## src/rtl/stage1_decode.sv

```systemverilog
// Operand-select/decode stage ahead of the ALU: 1-cycle latency from accept to out_valid when empty.
// Backpressure: output + skid register absorb a stall; in_ready is registered (~skid full). Optional STAGE1_STATS_EN adds counters.
module stage1_decode #(
    parameter int DW  = 32,
    parameter int SHW = 5
) (
    input  logic           clk,
    input  logic           rst,
    input  logic           flush,
    input  logic           in_valid,
    output logic           in_ready,
    input  logic [31:0]    instr,
    input  logic [DW-1:0]  src1,
    input  logic [DW-1:0]  src2,
    input  logic [DW-1:0]  mem_data,
    output logic           out_valid,
    input  logic           out_ready,
    output logic [DW-1:0]  aluin1,
    output logic [DW-1:0]  aluin2,
    output logic [2:0]     operation,
    output logic [2:0]     opselect,
    output logic [SHW-1:0] shift_number,
    output logic           enable_arith,
    output logic           enable_shift
`ifdef STAGE1_STATS_EN
    ,
    output logic [31:0]    issue_count,
    output logic [31:0]    stall_count
`endif
);

    localparam logic [2:0] OP_SHIFT_REG   = 3'b000;
    localparam logic [2:0] OP_ARITH_LOGIC = 3'b001;
    localparam logic [2:0] OP_MEM_WRITE   = 3'b100;
    localparam logic [2:0] OP_MEM_READ    = 3'b101;

    typedef struct packed {
        logic [DW-1:0]  aluin1;
        logic [DW-1:0]  aluin2;
        logic [2:0]     operation;
        logic [2:0]     opselect;
        logic [SHW-1:0] shamt;
        logic           en_arith;
        logic           en_shift;
    } entry_t;

    typedef enum logic [1:0] {
        S_EMPTY = 2'd0,
        S_ONE   = 2'd1,
        S_FULL  = 2'd2
    } state_e;

    state_e state_q, state_d;
    entry_t out_q, out_d;
    entry_t skid_q, skid_d;
    entry_t dec;
    logic   in_fire;
    logic   out_fire;
    logic   imm_sel;
    logic   unused_instr;

    assign unused_instr = ^{instr[15:12], OP_MEM_WRITE};
    assign imm_sel      = instr[6];

    always_comb begin
        dec           = '0;
        dec.aluin1    = src1;
        dec.operation = instr[2:0];
        dec.opselect  = instr[5:3];
        if (instr[5:3] == OP_MEM_READ) begin
            dec.aluin2 = mem_data;
        end else if (imm_sel) begin
            dec.aluin2 = {{(DW-16){instr[31]}}, instr[31:16]};
        end else begin
            dec.aluin2 = src2;
        end
        dec.shamt    = imm_sel ? SHW'(instr[11:7]) : src2[SHW-1:0];
        dec.en_shift = (instr[5:3] == OP_SHIFT_REG);
        dec.en_arith = (instr[5:3] == OP_ARITH_LOGIC) || (instr[5:3] == OP_MEM_READ);
    end

    assign in_ready  = (state_q != S_FULL);
    assign out_valid = (state_q != S_EMPTY);
    assign in_fire   = in_valid & in_ready;
    assign out_fire  = out_valid & out_ready;

    always_comb begin
        state_d = state_q;
        out_d   = out_q;
        skid_d  = skid_q;
        // Flush only clears occupancy; held data is left as is.
        if (flush) begin
            state_d = S_EMPTY;
        end else begin
            case (state_q)
                S_EMPTY: begin
                    if (in_fire) begin
                        out_d   = dec;
                        state_d = S_ONE;
                    end
                end
                S_ONE: begin
                    if (in_fire && out_fire) begin
                        out_d = dec;
                    end else if (in_fire) begin
                        skid_d  = dec;
                        state_d = S_FULL;
                    end else if (out_fire) begin
                        state_d = S_EMPTY;
                    end
                end
                S_FULL: begin
                    if (out_fire) begin
                        out_d   = skid_q;
                        state_d = S_ONE;
                    end
                end
                default: state_d = S_EMPTY;
            endcase
        end
    end

    always_ff @(posedge clk or negedge rst) begin
        if (!rst) begin
            state_q <= S_EMPTY;
            out_q   <= '0;
            skid_q  <= '0;
        end else begin
            state_q <= state_d;
            out_q   <= out_d;
            skid_q  <= skid_d;
        end
    end

    assign aluin1       = out_q.aluin1;
    assign aluin2       = out_q.aluin2;
    assign operation    = out_q.operation;
    assign opselect     = out_q.opselect;
    assign shift_number = out_q.shamt;
    assign enable_arith = out_q.en_arith & out_valid;
    assign enable_shift = out_q.en_shift & out_valid;

`ifdef STAGE1_STATS_EN
    logic [31:0] issue_count_q, issue_count_d;
    logic [31:0] stall_count_q, stall_count_d;

    // Counters survive flush and wrap naturally at 32 bits.
    always_comb begin
        issue_count_d = issue_count_q + {31'd0, out_fire};
        stall_count_d = stall_count_q + {31'd0, out_valid & ~out_ready};
    end

    always_ff @(posedge clk or negedge rst) begin
        if (!rst) begin
            issue_count_q <= '0;
            stall_count_q <= '0;
        end else begin
            issue_count_q <= issue_count_d;
            stall_count_q <= stall_count_d;
        end
    end

    assign issue_count = issue_count_q;
    assign stall_count = stall_count_q;
`endif

endmodule

```

## config.mk

```make
export PLATFORM = sky130hd
export DESIGN_NAME = stage1_decode
export DESIGN_NICKNAME = d
export VERILOG_FILES = /design/src/rtl/stage1_decode.sv
export SDC_FILE = /design/constraint.sdc
export NUM_CORES = 1
export LEC_CHECK = 0
export ABC_CLOCK_PERIOD_IN_PS = 1700
export BUFFER_PORTS_ARGS = -buffer_cell sky130_fd_sc_hd__clkbuf_2
export CELL_PAD_IN_SITES_DETAIL_PLACEMENT = 1
export CELL_PAD_IN_SITES_GLOBAL_PLACEMENT = 1
export CORE_MARGIN = 2
export CORE_UTILIZATION = 39
export CTS_BUF_LIST = sky130_fd_sc_hd__clkbuf_8
export CTS_CLUSTER_SIZE = 40
export DETAILED_ROUTE_END_ITERATION = 7
export GPL_TIMING_DRIVEN = 0
export PLACE_DENSITY_LB_ADDON = 0.1
export SYNTH_ARGS = -nofsm -noshare
export SYNTH_HDL_FRONTEND = slang
export SYNTH_SLANG_ARGS = --single-unit
```

## constraint.sdc

```tcl
create_clock -name clk -period 1.7 [get_ports clk]
set_clock_uncertainty 0.2 [all_clocks]
set_input_delay 0.17 -clock clk [delete_from_list [all_inputs] [get_ports clk]]
set_output_delay 0.17 -clock clk [all_outputs]
set_load 0.02 [all_outputs]
```

==> results of run 1 <==
[final cells by class]
type	instances	area [µm²]	area share (%)
inverters	1	6.256	0.04881
well taps	275	344.1	2.685
repair buffers	371	2993	23.35
clock buffers	20	275.3	2.148
multi-input cells	397	4021	31.38
plain buffers	123	1155	9.011
clock inverters	12	115.1	0.8982
flip-flops and latches	156	3906	30.48
[worst paths after layout]
check / start / to / slack [ns] / cells past startpoint
hold / removal: in_valid / state_q[0]$_DFFE_PN0P_ / 0.01 / 5
min in group asynchronous: rst / skid_q[58]$_DFFE_PN0P_ / 0.06 / 2
max in group asynchronous: rst / skid_q[34]$_DFFE_PN0P_ / 0.40 / 3
hold reg to reg: skid_q[1]$_DFFE_PN0P_ / skid_q[1]$_DFFE_PN0P_ / 0.30 / 2
setup / recovery: state_q[1]$_DFFE_PN0P_ / skid_q[23]$_DFFE_PN0P_ / -0.34 / 7
setup reg to reg: state_q[1]$_DFFE_PN0P_ / skid_q[23]$_DFFE_PN0P_ / -0.34 / 7
[critical path: stages (launching register included)]
cell and delay [ns]:
dfrtp_2 0.46, nor2b_4 0.14, or3b_4 0.49, buf_8 0.18, clkbuf_16 0.17, clkbuf_16 0.16
nand2_2 0.05, o21ai_1 0.06
[logic make-up (layout without fill, tap and decap cells)]
logic type | Yosys count | in the layout | synth area share (%)
mux | 190 | 190 | 27.12
flops | 156 | 156 | 47.52
buf+inv | 126 | 527 | 10.52
compound gates | 115 | 115 | 10.23
simple gates | 92 | 92 | 4.600
[cell usage in the layout (no fill, tap or decap), types with 2 or more instances in the layout]
cell             n
a21oi_1          2
and2_1           2
buf_12          21
buf_16           4
buf_2            9
buf_4           86
buf_6           11
buf_8            6
clkbuf_1         5
clkbuf_16       13
clkbuf_2       204
clkbuf_4         2
clkbuf_8        22
clkinv_4         3
clkinvlp_4       6
dfrtp_1        154
dfrtp_2          2
dlygate4sd3_1  130
mux2_2          70
mux2_4          83
mux2i_1         37
nand2_1          9
nand2_2         12
nand2_4         26
nand2_8          2
nor2_1          33
nor2b_4          2
o21a_1          33
o21ai_0          3
o21ai_1         14
o21ai_2         27
o32a_1          32
[per-stage QoR]
step,instances,utilization (%)
detailed placement,1160,46.73
floorplan,679,-
global placement,1159,46.55
finish,1355,61.55
CTS,1341,57.34
global route,1355,61.55
[registers in the layout, summed over array words and instances, names as in the netlist]
signal,flops
aluin1,32
state_q,2
aluin2,32
skid_q,77
operation,3
opselect,3
out_q,2
shift_number,5
[power by group]
group | leakage (nW) | switching (mW) | internal [mW] | total [mW]
registers | 1.87 | 0.647 | 4.58 | 5.23
logic | 4.18 | 1.77 | 2.41 | 4.17
clock network | 0.180 | 1.48 | 1.28 | 2.76
[timing repair]
item	4_1_cts	5_1_grt
hold buffers	130	0
cloned	5	12
endpoints found under the hold margin	217	0
pin swaps	4	35
setup buffers	15	7
gates resized for setup	88	170
endpoints found under the setup margin	159	159
[per-layer routing]
layer	global-route usage (%)	routed length, µm	up-vias
met1	27.22	11170	3509
met4	7.333	478	0
met5	0	0	-
li1	-	-	3108
met3	4.801	1063	35
met2	43.53	15110	159
==> impl_metrics.json, run 1 <==
{
  "grt_pass1_vias": 7693,
  "synthDistinctLibCells": 31,
  "peakVddDrop_uv": 507.4,
  "violations": "negative setup slack",
  "dp_slack_ns": -0.4545,
  "synth_flop_cell": "dfrtp_1",
  "cts_tree": "built",
  "yosysMostFrequentCell": "dfrtp_1",
  "core_mm2": 0.02082,
  "wl_per_cell_um": 20.53,
  "synthCells": 679,
  "antenna_cells": 0,
  "cts_buffers": 17,
  "synth_edf_count": 0,
  "dp_hpwl_um": 16790,
  "die_width_um": 149.1,
  "hold_ws_ns": 0.01417,
  "viasPerCell": 5.027,
  "num_rows": 53,
  "dieHeight_um": 149.1,
  "grt.total_usage_pct": 23.53,
  "fmax_mhz": 489.7,
  "syn-cell-area_mm2": 0.008215,
  "ys_ff_latch": 156,
  "drt-initial-drc-count": 184,
  "worstMarginPinSlew_ns": 0.6600,
  "io_pins": 212,
  "synth_area_leader_cell": "dfrtp_1",
  "crit_arrival_ns": 2.18,
  "hold_violations": 0,
  "avgSynthCellArea_um2": 12.10,
  "syn_to_final_growth_pct": 56.00,
  "place.port_buffers": 205,
  "synth_top_area_share_pct": 47.52,
  "dpl-instance-area_mm2": 0.009729,
  "totalWireLength_um": 27810,
  "clk_pin_slew_ns": 0.09,
  "start_kind": "flip-flop",
  "crit_path_end_kind": "flip-flop",
  "synth_fp_nets": 812,
  "synth.area.top_cells": "dfrtp_1 (48%), mux2_2 (16%), buf_4 (7.9%), mux2_4 (6.6%), mux2i_1 (4.5%)",
  "power.density_mw_per_mm2": 949.5,
  "nFillCells": 2135,
  "layout_setup_ws_ns": -0.3423,
  "die_area_mm2": 0.02224,
  "drive_gt1_share_pct": 57.41,
  "slew_viol_final": 0,
  "gp_congestion": 0.7471,
  "setup_violations": 159,
  "synthArstFlopShare_pct": 100.0,
  "hold_path_class": "in -> reg",
  "h-tree-depth": 4,
  "grt_pass1_wl_um": 40420,
  "via_count": 6811,
  "p_leak_nw": 6.227,
  "cap_violations": 0,
  "worstSkewPairLatency_ns": 0.46,
  "status": "complete, but fails checks",
  "clock_sinks": 156,
  "cts.path.max_buffers": 2,
  "antenna_found_initial": 0,
  "grt_max_degree": 89,
  "path_class": "reg -> reg",
  "yosysWarnings": 0,
  "start_util_pct": 39.45,
  "finalPower_mw": 12.17,
  "cts_root_buf": "clkbuf_8",
  "num-nets-final": 1200,
  "yosys-top-cells-count": "dfrtp_1 (156), mux2_2 (115), buf_4 (86)",
  "grt_overflow_total": 0,
  "final.min_clock_period_ns": 2.042,
  "final_area_mm2": 0.01282,
  "slew_headroom_pct": 56.00,
  "rsz0062_at_grt": "true",
  "fin_crit_sh_pct": 120.1,
  "finalSetupTns_ns": -41.73,
  "yosysSeqAreaShare_pct": 47.52,
  "worstPathRequired_ns": 1.84,
  "crit_fanout": 6,
  "dr.pass1.iters": 4,
  "postRouteAntennaNets": 0,
  "drc": 0
}
Note: power is estimated with default switching activity, not from simulation.
==> run 2: changes to the inputs <==
--- a/config.mk
+++ b/config.mk
@@ -5,12 +5,13 @@
 export SDC_FILE = /design/constraint.sdc
 export NUM_CORES = 1
 export LEC_CHECK = 0
+export ABC_AREA = 1
 export ABC_CLOCK_PERIOD_IN_PS = 1700
 export BUFFER_PORTS_ARGS = -buffer_cell sky130_fd_sc_hd__clkbuf_2
 export CELL_PAD_IN_SITES_DETAIL_PLACEMENT = 1
 export CELL_PAD_IN_SITES_GLOBAL_PLACEMENT = 1
 export CORE_MARGIN = 2
-export CORE_UTILIZATION = 39
+export CORE_UTILIZATION = 35
 export CTS_BUF_LIST = sky130_fd_sc_hd__clkbuf_8
 export CTS_CLUSTER_SIZE = 40
 export DETAILED_ROUTE_END_ITERATION = 7
==> run 2 against run 1 <==
Compared with the run above: critical endpoint is now in_ready; critical path type is now reg -> out; routed wire length increased by 19%; largest power group is now combinational logic; cell count increased by 41%; flip-flop and latch count unchanged; the flow still finishes with violations (negative setup slack).
==> impl_metrics.json, run 2 <==
{
  "synthDistinctLibCells": 22,
  "hold_violations": 0,
  "synth_top_area_share_pct": 46.32,
  "dpl.cell_count": 1719,
  "synth_fp_nets": 1326,
  "crit_arrival_ns": 1.47,
  "ys_ff_latch": 156,
  "hold_path_class": "in -> reg",
  "stdcell_count": 1917,
  "setup_violations": 153,
  "avgSynthCellArea_um2": 7.065,
  "start_util_pct": 35.80,
  "synthArstFlopShare_pct": 100.0,
  "peakVddDrop_uv": 471.1,
  "dp_hpwl_um": 20120,
  "start_kind": "flip-flop",
  "status": "complete, but fails checks",
  "cts_tree": "built",
  "dieHeight_um": 159.2,
  "p_leak_nw": 7.436,
  "place.port_buffers": 206,
  "num_rows": 56,
  "drc": 0,
  "layout_setup_ws_ns": -0.1366,
  "mostFrequentLayoutCell": "nand2_1",
  "crit_path_end_kind": "output pin",
  "synthCells": 1193,
  "h-tree-depth": 4,
  "clock_sinks": 156,
  "finalPower_mw": 14.59,
  "drive_gt1_share_pct": 40.24,
  "drt-initial-drc-count": 348,
  "cts_root_buf": "clkbuf_8",
  "yosys-top-cells-count": "nand2_1 (605), dfrtp_1 (156), buf_4 (85)",
  "antenna_cells": 0,
  "slew_headroom_pct": 49.63,
  "yosysWarnings": 0,
  "crit_fanout": 8,
  "worstMarginPinSlew_ns": 0.7556,
  "fmax_mhz": 544.5,
  "path_class": "reg -> out",
  "rsz0062_at_grt": "true",
  "postRouteAntennaNets": 0,
  "dpl-instance-area_mm2": 0.009894,
  "fin_crit_sh_pct": 108.0,
  "gp_congestion": 0.8318,
  "viasPerCell": 4.746,
  "core_mm2": 0.02354,
  "antenna_found_initial": 0,
  "synth.area.top_cells": "dfrtp_1 (46%), nand2_1 (27%), buf_4 (7.6%), inv_1 (3.6%), o21ai_0 (3.1%)",
  "largest_reg_flops": 77,
  "violations": "negative setup slack",
  "die_width_um": 159.2,
  "dr.pass1.iters": 4,
  "syn_to_final_growth_pct": 61.67,
  "cts_buffers": 17,
  "grt_pass1_vias": 9690,
  "worstSkewPairLatency_ns": 0.47,
  "clk_pin_slew_ns": 0.10,
  "synth_edf_count": 0,
  "num-nets-final": 1718,
  "totalWireLength_um": 33140,
  "grt.total_usage_pct": 25.49,
  "grt_overflow_total": 0,
  "final.min_clock_period_ns": 1.837,
  "top_register": "skid_q",
  "synth_flop_cell": "dfrtp_1",
  "grt_max_degree": 83,
  "io_pins": 212,
  "wl_per_cell_um": 17.29,
  "yosysMostFrequentCell": "nand2_1",
  "final_area_mm2": 0.01363,
  "via_count": 9098,
  "yosysSeqAreaShare_pct": 46.32,
  "power.density_mw_per_mm2": 1071,
  "synth_area_leader_cell": "dfrtp_1",
  "slew_viol_final": 0,
  "syn-cell-area_mm2": 0.008428,
  "final_cell_mix": "nand2_1 (448), clkbuf_2 (210), dfrtp_1 (154)",
  "die_area_mm2": 0.02534,
  "cts.path.max_buffers": 2,
  "grt_pass1_wl_um": 51370,
  "cap_violations": 0,
  "fin_util_pct": 57.88,
  "worstPathRequired_ns": 1.33
}
-- run 2: cell count changes in the layout (fill, tap and decap cells not counted), sizes merged, moves of 6 or more --
cell / change
o21ai: +35
nand4: +22
nand3: +45
clkbuf: +7
dlygate4sd3: -6
nand2: +558
mux2i: -37
mux2: -153
a21oi: +21
inv: +89
o21a: -33
o32a: -32
buf: +19
-- run 2: cell type report --
class	instances	area, µm²
timing repair buffer	376	3085
inverter	85	324.1
clock buffer	18	247.7
buffer	140	1254
clock inverter	14	132.6
multi-input combinational	809	4277
fill	2923	9917
tap	319	399.1
sequential	156	3906
-- run 2: repair_timing --
item	CTS	global route
gates cloned	13	5
gates resized for setup	242	244
hold buffers	124	0
setup endpoints to repair	159	160
endpoints found under the hold margin	208	0
setup buffers	25	6
pin swaps	28	62
-- run 2: path summary, 6_finish.rpt --
check,from,end,slack (ns),cells after the start
min in group asynchronous,rst,aluin2[8]$_DFFE_PN0P_,0.05,2
max,state_q[0]$_DFFE_PN0P_,in_ready,-0.14,4
min reg2reg,aluin1[19]$_DFFE_PN0P_,aluin1[19]$_DFFE_PN0P_,0.28,2
min,src2[1],skid_q[14]$_DFFE_PN0P_,0.04,7
max reg2reg,state_q[0]$_DFFE_PN0P_,skid_q[71]$_DFFE_PN0P_,-0.12,8
max in group asynchronous,rst,skid_q[59]$_DFFE_PN0P_,0.36,3
-- run 2: through the flow --
step                      hold slack [ns]  setup TNS (ns)  setup WS [ns]
final                             0.03809          -10.59        -0.1366
after global routing              0.06102          -18.77        -0.1874
after CTS                        0.001526          -4.951        -0.1346
after detailed placement          0.04886          -39.79        -0.3631
after global placement             0.2313         -475.29         -2.829
after floorplan                   -0.3256               0        0.08336
-- run 2: cell families (layout without fill, tap and decap cells) --
| kind of cell | count (synthesis) | count (layout) | share of synthesized area (%) |
|---|---|---|---|
| AND/OR/NAND/NOR | 703 | 703 | 32.93 |
| buffers and inverters | 228 | 633 | 14.37 |
| flip-flops | 156 | 156 | 46.32 |
| AO/OA/AOI/OAI | 106 | 106 | 6.384 |
-- run 2: where the power goes --
group,internal [mW],switching (mW)
Clock,1.23,1.63
Sequential,4.89,0.874
Combinational,2.84,3.12
Total,8.97,5.62
-- run 2: metal layers --
layer  track usage (%)  vias up  routed length, µm
met3             3.464       43                980
met4             8.843        0                675
li1                  -     4388                  -
met1             33.32     4467              14700
met2             43.46      200              16790
met5                 0        -                  0
-- run 2: worst max-delay path, cell delays in order (launching register included) --
cell       delay (ns)
dfrtp_2          0.49
clkinv_4         0.14
nand2_8          0.12
clkbuf_16        0.14
buf_8            0.10
